File: src/rtl/seg7_pkg.sv
// Shared constants and types for the six-digit multiplexed seven-segment driver.
package seg7_pkg;

  localparam int DIGITS = 6;

  typedef logic [0:0] state_t;
  localparam state_t ST_BLANK = 1'b0;
  localparam state_t ST_DRIVE = 1'b1;

  typedef logic [2:0] idx_t;
  localparam idx_t IDX_SECL = 3'd0;
  localparam idx_t IDX_SECM = 3'd1;
  localparam idx_t IDX_MINL = 3'd2;
  localparam idx_t IDX_MINM = 3'd3;
  localparam idx_t IDX_HRL  = 3'd4;
  localparam idx_t IDX_HRM  = 3'd5;

  localparam logic [6:0] SEG_OFF  = 7'h7F;
  localparam logic [6:0] SEG_DASH = 7'b0111111;
  localparam logic [5:0] AN_OFF   = 6'h3F;

endpackage

File: src/rtl/bcd_to_seg7.sv
// Combinational BCD to active-low {g,f,e,d,c,b,a} decoder; non-decimal codes show a dash.
module bcd_to_seg7
  import seg7_pkg::*;
(
  input  logic [3:0] bcd,
  output logic [6:0] seg
);

  always_comb begin
    seg = SEG_DASH;
    case (bcd)
      4'd0: seg = 7'b1000000;
      4'd1: seg = 7'b1111001;
      4'd2: seg = 7'b0100100;
      4'd3: seg = 7'b0110000;
      4'd4: seg = 7'b0011001;
      4'd5: seg = 7'b0010010;
      4'd6: seg = 7'b0000010;
      4'd7: seg = 7'b1111000;
      4'd8: seg = 7'b0000000;
      4'd9: seg = 7'b0010000;
      default: seg = SEG_DASH;
    endcase
  end

endmodule

File: src/rtl/seg7_scan.sv
// Six-digit time-multiplexed display scanner with per-frame input snapshot and inter-digit blanking.
// Define SEG_LZB_EN to blank the hours-tens digit when it is zero.
//
// state    | meaning
// ST_BLANK | all anodes off for BLANK_CYCLES clocks at slot start
// ST_DRIVE | one anode on, segments show the snapshot digit of idx_q
module seg7_scan
  import seg7_pkg::*;
#(
  parameter int SCAN_DIV     = 50000,
  parameter int BLANK_CYCLES = 2
) (
  input  logic       clk,
  input  logic       rst,
  input  logic [3:0] hrm,
  input  logic [3:0] hrl,
  input  logic [3:0] minm,
  input  logic [3:0] minl,
  input  logic [3:0] secm,
  input  logic [3:0] secl,
  output logic [6:0] seg,
  output logic [5:0] an,
  output logic       dp
);

  localparam int CNT_W = (SCAN_DIV > 1) ? $clog2(SCAN_DIV) : 1;
  localparam logic [CNT_W-1:0] BLANK_LAST = CNT_W'(BLANK_CYCLES - 1);
  localparam logic [CNT_W-1:0] DRIVE_LAST = CNT_W'(SCAN_DIV - BLANK_CYCLES - 1);

  state_t                  state_q, state_d;
  idx_t                    idx_q, idx_d;
  logic [CNT_W-1:0]        cnt_q, cnt_d;
  logic [DIGITS-1:0][3:0]  snap_q, snap_d;
  logic [6:0]              seg_q, seg_d;
  logic [5:0]              an_q, an_d;
  logic                    dp_q, dp_d;

  logic [DIGITS-1:0][3:0]  live;
  logic [3:0]              digit_sel;
  logic [6:0]              digit_seg;

  assign live = {hrm, hrl, minm, minl, secm, secl};

  always_comb begin
    state_d = state_q;
    idx_d   = idx_q;
    cnt_d   = cnt_q + CNT_W'(1);
    snap_d  = snap_q;
    case (state_q)
      ST_BLANK: begin
        if (cnt_q == BLANK_LAST) begin
          state_d = ST_DRIVE;
          cnt_d   = '0;
          if (idx_q == IDX_SECL) snap_d = live;
        end
      end
      default: begin
        if (cnt_q == DRIVE_LAST) begin
          state_d = ST_BLANK;
          cnt_d   = '0;
          idx_d   = (idx_q == IDX_HRM) ? IDX_SECL : idx_q + 3'd1;
        end
      end
    endcase
  end

  // Mux from the next-state snapshot so slot 0 shows the digits captured on the same edge.
  always_comb begin
    digit_sel = 4'd0;
    case (idx_d)
      IDX_SECL: digit_sel = snap_d[IDX_SECL];
      IDX_SECM: digit_sel = snap_d[IDX_SECM];
      IDX_MINL: digit_sel = snap_d[IDX_MINL];
      IDX_MINM: digit_sel = snap_d[IDX_MINM];
      IDX_HRL:  digit_sel = snap_d[IDX_HRL];
      IDX_HRM:  digit_sel = snap_d[IDX_HRM];
      default:  digit_sel = 4'd0;
    endcase
  end

  bcd_to_seg7 u_dec (
    .bcd (digit_sel),
    .seg (digit_seg)
  );

  always_comb begin
    an_d  = an_q;
    seg_d = seg_q;
    dp_d  = dp_q;
    if (state_d != state_q) begin
      if (state_d == ST_DRIVE) begin
        an_d  = ~(6'b000001 << idx_d);
        seg_d = digit_seg;
        dp_d  = !(((idx_d == IDX_HRL) || (idx_d == IDX_MINL)) && !snap_d[IDX_SECL][0]);
`ifdef SEG_LZB_EN
        if ((idx_d == IDX_HRM) && (digit_sel == 4'd0)) begin
          an_d  = AN_OFF;
          seg_d = SEG_OFF;
        end
`endif
      end else begin
        an_d  = AN_OFF;
        seg_d = SEG_OFF;
        dp_d  = 1'b1;
      end
    end
  end

  always_ff @(posedge clk or negedge rst) begin
    if (!rst) begin
      state_q <= ST_BLANK;
      idx_q   <= IDX_SECL;
      cnt_q   <= '0;
      snap_q  <= '0;
      an_q    <= AN_OFF;
      seg_q   <= SEG_OFF;
      dp_q    <= 1'b1;
    end else begin
      state_q <= state_d;
      idx_q   <= idx_d;
      cnt_q   <= cnt_d;
      snap_q  <= snap_d;
      an_q    <= an_d;
      seg_q   <= seg_d;
      dp_q    <= dp_d;
    end
  end

  assign an  = an_q;
  assign seg = seg_q;
  assign dp  = dp_q;

endmodule

File: config.mk
export PLATFORM = sky130hd
export DESIGN_NAME = seg7_scan
export DESIGN_NICKNAME = d
export VERILOG_FILES = /design/src/rtl/seg7_pkg.sv /design/src/rtl/bcd_to_seg7.sv /design/src/rtl/seg7_scan.sv
export SDC_FILE = /design/constraint.sdc
export NUM_CORES = 1
export LEC_CHECK = 0
export CAP_MARGIN = 0
export CORE_MARGIN = 1.5
export CORE_UTILIZATION = 35
export DETAILED_ROUTE_END_ITERATION = 8
export PLACE_DENSITY = 0.51
export SLEW_MARGIN = 20
export SYNTH_ARGS = -nofsm -noshare
export SYNTH_HDL_FRONTEND = slang
export SYNTH_SLANG_ARGS = --single-unit
File: constraint.sdc
create_clock -name clk -period 5.3 [get_ports clk]
set_clock_uncertainty 0.2 [all_clocks]
set_input_delay 1.325 -clock clk [delete_from_list [all_inputs] [get_ports clk]]
set_output_delay 1.325 -clock clk [all_outputs]
set_load 0.01 [all_outputs]
==> results.txt, run 1 <==
----------------------------------------------------
[Outcome]
  Status ... complete, no violations

[Detailed routing]
  Vias per Instance ... 5.228
  Final Routed Wirelength ... 7854 um
  Number of nets still failing antenna checks after routing ... 0
  Wire length per cell ... 15.96 um
  Routed via count ... 2,572
  Total iterations of the first detailed-routing run ... 4
  Initial drt markers ... 160
  Final routed DRC violation total ... 0

[Timing]
  Max-Slew Margin vs Limit ... 0.3928
  Slew at the pin with the worst max-slew slack ... 902.5 ps
  Hold Violations, Final ... 0
  Tcrit/Tclk final ... 0.8071
  Slew Viols, Final ... 0
  Worst hold slack ... 271.6 ps
  Final TNS setup ... 0 ps
  Count of final setup violators ... 0
  Post-route minimum period ... 4278 ps
  Setup repair after global routing missed its margin ... false
  Max Clk Rate ... 233.8 MHz

[Layout]
  Fraction of final layout cells with drive strength greater than 1 ... 0.1224
  Area occupied by multi-input gates ... 1515 sq um
  Net total in the final layout ... 412
  Area occupied by registers ... 1469 sq um
  Filler Cells Inserted ... 884
  N_diodes ... 0
  Signed area change from the synthesized netlist to the final layout ... 21.11%

[Critical path]
  Cell breakdown of the critical path ... nor3_1 -> and3_1 -> and2_0 -> nand2_1 -> a31o_2 -> o211ai_1 -> inv_1 -> ha_1 -> o21a_1 -> a211oi_2
  Nature of the critical path endpoint ... register
  Worst endpoint data arrival time ... 4330 ps
  Required @ worst endpoint ... 5350 ps
  Crit-path max cell delay ... 670 ps
  Critical path peak fanout ... 17
  Startpoint type of the worst setup path ... register
  Flop-to-flop setup slack ... 1020 ps
  Cell with the largest stage delay on the worst path ... sky130_fd_sc_hd__and2_0
  Type of the worst setup path ... reg -> reg

[Synthesis]
  Compound-Gate Fraction of Synth Area ... 0.1262
  Gate count after technology mapping ... 340
  Adder-Cell Fraction of Synth Area ... 0.02831
  Number of enable flip-flop cells after synthesis ... 0
  Xor and xnor fraction of the mapped netlist area ... 0.04246
  Netlist cell types ... 55
  Post-synthesis share of cell area spent on and, or, nand and nor gates ... 0.2552
  Synth warn ... 0
  Average instance area after synthesis ... 9.101 sq um
  Share of cell area taken by muxes after synthesis ... 0.03761
  Ys flop type ... sky130_fd_sc_hd__dfrtp_1
  Area of the mapped netlist ... 3094 sq um
  Register bit count reported by yosys ... 58
  Net count of the mapped netlist ... 373
  Sequential area share after synthesis ... 0.4747
  Dominant combinational cell family by area after synthesis ... simple AND/OR/NAND/NOR gates
  Async set or reset register ratio after synthesis ... 1.000

[Clock network]
  Clock network latency to the later pin of the worst-skew pair ... 330 ps
  Total clock buffers created by CTS ... 9
  Clock slew at the register clock pins of the worst setup and hold paths ... 70 ps
  Count of hold buffers inserted by post-cts repair ... 0
  Clk root buf ... sky130_fd_sc_hd__clkbuf_8
  Clk sink count ... 58
  Maximum clock insertion buffer count ... 2
  CTS-repair resized insts ... 0
  Number of H-tree levels ... 3
  Post-CTS Repair Setup Buffers ... 0
  TritonCTS clock tree ... done

[Placement]
  HPWL after detailed placement ... 5613 um
  Count of input and output buffers ... 39
  Final RePlAce weighted congestion ... 0.8340

[Floorplan]
  Die Y ... 97.03 um
  Placeable core region ... 8636 sq um
  Starting Density ... 0.3583
  Die Width ... 97.03 um
  Row count ... 34
  Number of top-level pins ... 40
  Full die area ... 9414 sq um

[Run]
  Reported max-cap violation count ... 0

[Global routing]
  Maximum number of pins on one net before global-route repair ... 59
  Via count of the first global-routing pass ... 2,557
  GRT overflow ... 0
  Antenna violations before repair ... 0
  GRT Total Usage ... 0.1812
  Global-route wire length before repair ... 13,320 um

[Worst hold path]
  Class of the tightest hold or removal check ... reg -> reg

[Power and ir drop]
  Final total power ... 888.6 uW
  Maximum vdd ir drop ... 0.00008327 V
  Power density of the placed cells ... 237.1 nW/um^2
  Leakage power ... 0.001586 uW

----------------------------------------------------
where the power goes:
| part | internal, uW | switching (uW) |
|---|---|---|
| combinational | 36.7 | 32.4 |
| sequential | 460 | 9.14 |
| clock | 180 | 170 |
layout make-up:
class	count	area share
Timing Repair Buffer	44	0.1129
Tap cell	108	0.03606
Multi-Input combinational cell	255	0.4043
Inverter	11	0.01102
Clock buffer	13	0.03973
Clock inverter	3	0.004007
Sequential cell	58	0.3920
flip-flops by register name, indices dropped and copies added (netlist names):
register	flops
cnt_q	16
an	6
snap_q	24
seg	7
idx_q	3
state_q	1
dp	1
metal layers:
layer  GRT usage  wire, um  up-vias
met5           0         0        -
met3     0.03685       400       10
met2      0.2625      3335       81
met4     0.09699       161        0
met1      0.2537      3957     1220
li1            -         -     1261
kinds of logic (layout without fill, tap and decap cells):
logic type,Yosys count,in the layout
muxes,11,11
and+or+nand+nor,166,166
DFF,58,58
AOI/OAI and AO/OA,56,56
adders and majority gates,7,7
buffers and inverters,27,71
xor gates and xnor gates,15,15
worst max-delay path: cells and delay by family, from the launching register on:
kind,cells,cell delay (ps)
adder cells (fa/ha/maj),1,260
AND/OR/NAND/NOR,4,1730
flip-flops,1,590
AO/OA/AOI/OAI,4,1230
buffers and inverters,1,180
cell usage after synthesis (4+ instances only):
cell type / instances / area, sq um
sky130_fd_sc_hd__nand3_1: 15 / 75.07
sky130_fd_sc_hd__inv_1: 10 / 37.54
sky130_fd_sc_hd__o21ai_0: 11 / 55.05
sky130_fd_sc_hd__and3_1: 4 / 25.02
sky130_fd_sc_hd__mux2i_1: 6 / 60.06
sky130_fd_sc_hd__clkbuf_1: 12 / 45.04
sky130_fd_sc_hd__nor2_1: 32 / 120.1
sky130_fd_sc_hd__nand2_1: 76 / 285.3
sky130_fd_sc_hd__mux2_2: 5 / 56.30
sky130_fd_sc_hd__ha_1: 7 / 87.58
sky130_fd_sc_hd__a31oi_1: 7 / 43.79
sky130_fd_sc_hd__nor2b_1: 4 / 25.02
sky130_fd_sc_hd__dfstp_2: 14 / 367.9
sky130_fd_sc_hd__a21oi_1: 6 / 30.03
sky130_fd_sc_hd__a211oi_1: 5 / 37.54
sky130_fd_sc_hd__nor3_1: 9 / 45.04
sky130_fd_sc_hd__nand4_1: 7 / 43.79
sky130_fd_sc_hd__xnor2_1: 9 / 78.83
sky130_fd_sc_hd__dfrtp_1: 44 / 1101
sky130_fd_sc_hd__o22ai_1: 4 / 25.02
sky130_fd_sc_hd__nor4_1: 5 / 31.28
sky130_fd_sc_hd__xor2_1: 6 / 52.55
layout by cell type, fill, tap and decap left out, drive strengths merged, types with 9 or more instances in the layout:
cell,Yosys,layout
clkbuf,12,13
clkdlybuf4s50,0,38
dfrtp,44,44
dfstp,14,14
inv,10,10
nand2,76,76
nand3,16,16
nor2,32,32
nor3,9,9
o21ai,11,11
xnor2,9,9
final timing paths:
kind,from,end,cells after the start
min in group asynchronous,rst,cnt_q[3]$_DFF_PN0_,2
max in group asynchronous,rst,snap_q[2]$_DFF_PN0_,2
max,idx_q[1]$_DFF_PN0_,seg[5]$_DFFE_PN1P_,10
min reg2reg,snap_q[7]$_DFF_PN0_,snap_q[7]$_DFF_PN0_,2
min,snap_q[7]$_DFF_PN0_,snap_q[7]$_DFF_PN0_,2
max reg2reg,idx_q[1]$_DFF_PN0_,seg[5]$_DFFE_PN1P_,10
through the flow:
stage	worst slack [ps]	std cells	instance area (sq um)	utilization
global placement	1077	476	3583	0.4150
floorplan	1945	340	3094	-
CTS	998.9	492	3747	0.4339
global route	567.5	492	3747	0.4339
detailed placement	1036	476	3583	0.4150
finish	1022	492	3747	0.4339
Note: power is estimated with default switching activity, not from simulation.
==> run 2: changes to the inputs <==
==> constraint.sdc (replaced) <==
create_clock -name clk -period 4.5 [get_ports clk]
set_clock_uncertainty 0.2 [all_clocks]
set_input_delay 1.125 -clock clk [delete_from_list [all_inputs] [get_ports clk]]
set_output_delay 1.125 -clock clk [all_outputs]
set_load 0.01 [all_outputs]
==> results.txt, run 2 (synthesis gave the netlist of run 1 again) <==
----------------------------------------------------
[Global routing]
  Antenna violations before repair ... 0 (unchanged)
  GRT Total Usage ... 0.1822 (was 0.1812)
  Via count of the first global-routing pass ... 2,586 (was 2,557)
  Maximum number of pins on one net before global-route repair ... 34 (was 59)
  GRT overflow ... 0 (unchanged)
  Global-route wire length before repair ... 13,610 um (was 13,320 um)

[Timing]
  Slew at the pin with the worst max-slew slack ... 819.3 ps (was 902.5 ps)
  Post-route minimum period ... 3962 ps (was 4278 ps)
  Final TNS setup ... 0 ps (unchanged)
  Hold Violations, Final ... 0 (unchanged)
  Slew Viols, Final ... 0 (unchanged)
  Tcrit/Tclk final ... 0.8805 (was 0.8071)
  Count of final setup violators ... 0 (unchanged)
  Max Clk Rate ... 252.4 MHz (was 233.8 MHz)
  Setup repair after global routing missed its margin ... false (unchanged)
  Max-Slew Margin vs Limit ... 0.4524 (was 0.3928)
  Final setup slack of the worst path ... 537.6 ps (was 1022 ps)

[Floorplan]
  Row count ... 34 (unchanged)
  Starting Density ... 0.3583 (unchanged)
  Placeable core region ... 8636 sq um (unchanged)
  Number of top-level pins ... 40 (unchanged)
  Die Width ... 97.03 um (unchanged)
  Die Y ... 97.03 um (unchanged)
  Full die area ... 9414 sq um (unchanged)

[Critical path]
  Critical path peak fanout ... 16 (was 17)
  Nature of the critical path endpoint ... register (unchanged)
  Reg-to-reg startpoint ... cnt_q[1]$_DFF_PN0_ (was idx_q[1]$_DFF_PN0_)
  Worst endpoint data arrival time ... 4010 ps (was 4330 ps)
  Required @ worst endpoint ... 4550 ps (was 5350 ps)
  Startpoint type of the worst setup path ... register (unchanged)
  Type of the worst setup path ... reg -> reg (unchanged)
  Worst Setup SP ... cnt_q[1]$_DFF_PN0_ (was idx_q[1]$_DFF_PN0_)

[Placement]
  Final RePlAce weighted congestion ... 0.9590 (was 0.8340)
  Count of input and output buffers ... 39 (unchanged)
  Post-Place Worst Slack ... 590.1 ps (was 1036 ps)
  Inst Count DP ... 481 (was 476)
  HPWL after detailed placement ... 5621 um (was 5613 um)

[Layout]
  Net total in the final layout ... 417 (was 412)
  Final cell count without fillers ... 497 (was 492)
  N_diodes ... 0 (unchanged)
  Layout Utilization ... 0.4445 (was 0.4339)
  Signed area change from the synthesized netlist to the final layout ... 24.06% (was 21.11%)
  Filler Cells Inserted ... 857 (was 884)
  Largest reg by FF count ... snap_q (unchanged)
  Fraction of final layout cells with drive strength greater than 1 ... 0.1414 (was 0.1224)
  Commonest non-fill, non-tap cell in the layout ... sky130_fd_sc_hd__nand2_1 (unchanged)
  Flip-flop count of the largest register, all copies and words added ... 24 (unchanged)
  Most frequent cells in the layout ... sky130_fd_sc_hd__nand2_1 (76), sky130_fd_sc_hd__dfrtp_1 (44), sky130_fd_sc_hd__clkdlybuf4s50_1 (38) (unchanged)

[Clock network]
  Clock network latency to the later pin of the worst-skew pair ... 330 ps (about the same)
  Post-CTS Repair Setup Buffers ... 0 (unchanged)
  Clock slew at the register clock pins of the worst setup and hold paths ... 70 ps (about the same)
  CTS-repair resized insts ... 0 (unchanged)
  Clk root buf ... sky130_fd_sc_hd__clkbuf_8 (unchanged)
  Total clock buffers created by CTS ... 9 (unchanged)
  Clk sink count ... 58 (unchanged)
  Number of H-tree levels ... 3 (unchanged)
  TritonCTS clock tree ... done (unchanged)
  Count of hold buffers inserted by post-cts repair ... 0 (unchanged)
  Maximum clock insertion buffer count ... 2 (unchanged)

[Power and ir drop]
  Power density of the placed cells ... 304.0 nW/um^2 (was 237.1 nW/um^2)
  Maximum vdd ir drop ... 0.0001255 V (was 0.00008327 V)
  Leakage power ... 0.001640 uW (was 0.001586 uW)

[Detailed routing]
  Wire length per cell ... 15.93 um (was 15.96 um)
  Vias per Instance ... 5.195 (was 5.228)
  Final routed DRC violation total ... 0 (unchanged)
  Final Routed Wirelength ... 7915 um (was 7854 um)
  Number of nets still failing antenna checks after routing ... 0 (unchanged)
  Total iterations of the first detailed-routing run ... 5 (was 4)
  Routed via count ... 2,582 (was 2,572)
  Initial drt markers ... 192 (was 160)

[Outcome]
  Status ... complete, no violations (unchanged)

[Worst hold path]
  Class of the tightest hold or removal check ... reg -> reg (unchanged)
  HP Start ... snap_q[13]$_DFF_PN0_ (was snap_q[7]$_DFF_PN0_)

[Run]
  Reported max-cap violation count ... 0 (unchanged)

----------------------------------------------------
run 2: cell count changes in the layout (fill, tap and decap cells not counted), sizes merged:
cell	before	now
bufinv	0	2
clkbuf	13	10
buf	6	11
clkinv	4	5
run 2: metrics by stage:
stage,hold slack (ps),power (uW),instance area [sq um]
floorplan,232.5,591.3,3094
global placement,251.9,644.3,3621
detailed placement,260.1,644.5,3621
CTS,277.3,1185,3839
global route,312.4,1224,3839
finish,274.7,1167,3839
run 2: worst max-delay path, cell delays in order (launching register included):
cell and delay (ps):
sky130_fd_sc_hd__dfrtp_1 400, sky130_fd_sc_hd__inv_1 70, sky130_fd_sc_hd__ha_1 150, sky130_fd_sc_hd__or4b_4 510, sky130_fd_sc_hd__nor4_4 280, sky130_fd_sc_hd__buf_4 260
sky130_fd_sc_hd__mux2i_1 690, sky130_fd_sc_hd__a211o_1 230, sky130_fd_sc_hd__nand3_1 120, sky130_fd_sc_hd__or3_4 420, sky130_fd_sc_hd__nor4_2 450, sky130_fd_sc_hd__nor3_1 120
run 2: worst paths after layout:
| path | cells past startpoint | endpoint | slack, ps |
|---|---|---|---|
| worst max-delay path | 11 | seg[2]$_DFFE_PN1P_ | 540 |
| worst min-delay path | 2 | snap_q[13]$_DFF_PN0_ | 270 |
| worst max register to register | 11 | seg[2]$_DFFE_PN1P_ | 540 |
| worst min register to register | 2 | snap_q[13]$_DFF_PN0_ | 270 |
| max in group asynchronous | 2 | an[1]$_DFFE_PN1P_ | 2550 |
| min in group asynchronous | 1 | cnt_q[7]$_DFF_PN0_ | 670 |
run 2: area by class of cell:
cell class | count | area, sq um | area share
multi-input cells | 255 | 1515 | 0.3947
flip-flops and latches | 58 | 1469 | 0.3827
repair buffers | 49 | 460.4 | 0.1199
clock buffers | 10 | 137.6 | 0.03585
well taps | 108 | 135.1 | 0.03520
clock inverters | 6 | 80.08 | 0.02086
inverters | 11 | 41.29 | 0.01076
run 2: metal layers:
layer	global-route usage	wire, um	up-vias
met3	0.04624	379	8
met2	0.2668	3433	68
met1	0.2634	4002	1233
met4	0.05686	99	0
met5	0	0	-
li1	-	-	1273
run 2: power by group:
part / total (uW) / internal [uW] / switching (uW)
Clock: 533 / 323 / 210
Sequential: 552 / 542 / 10.6
Combinational: 81.9 / 43.3 / 38.6
Total: 1170 / 908 / 259
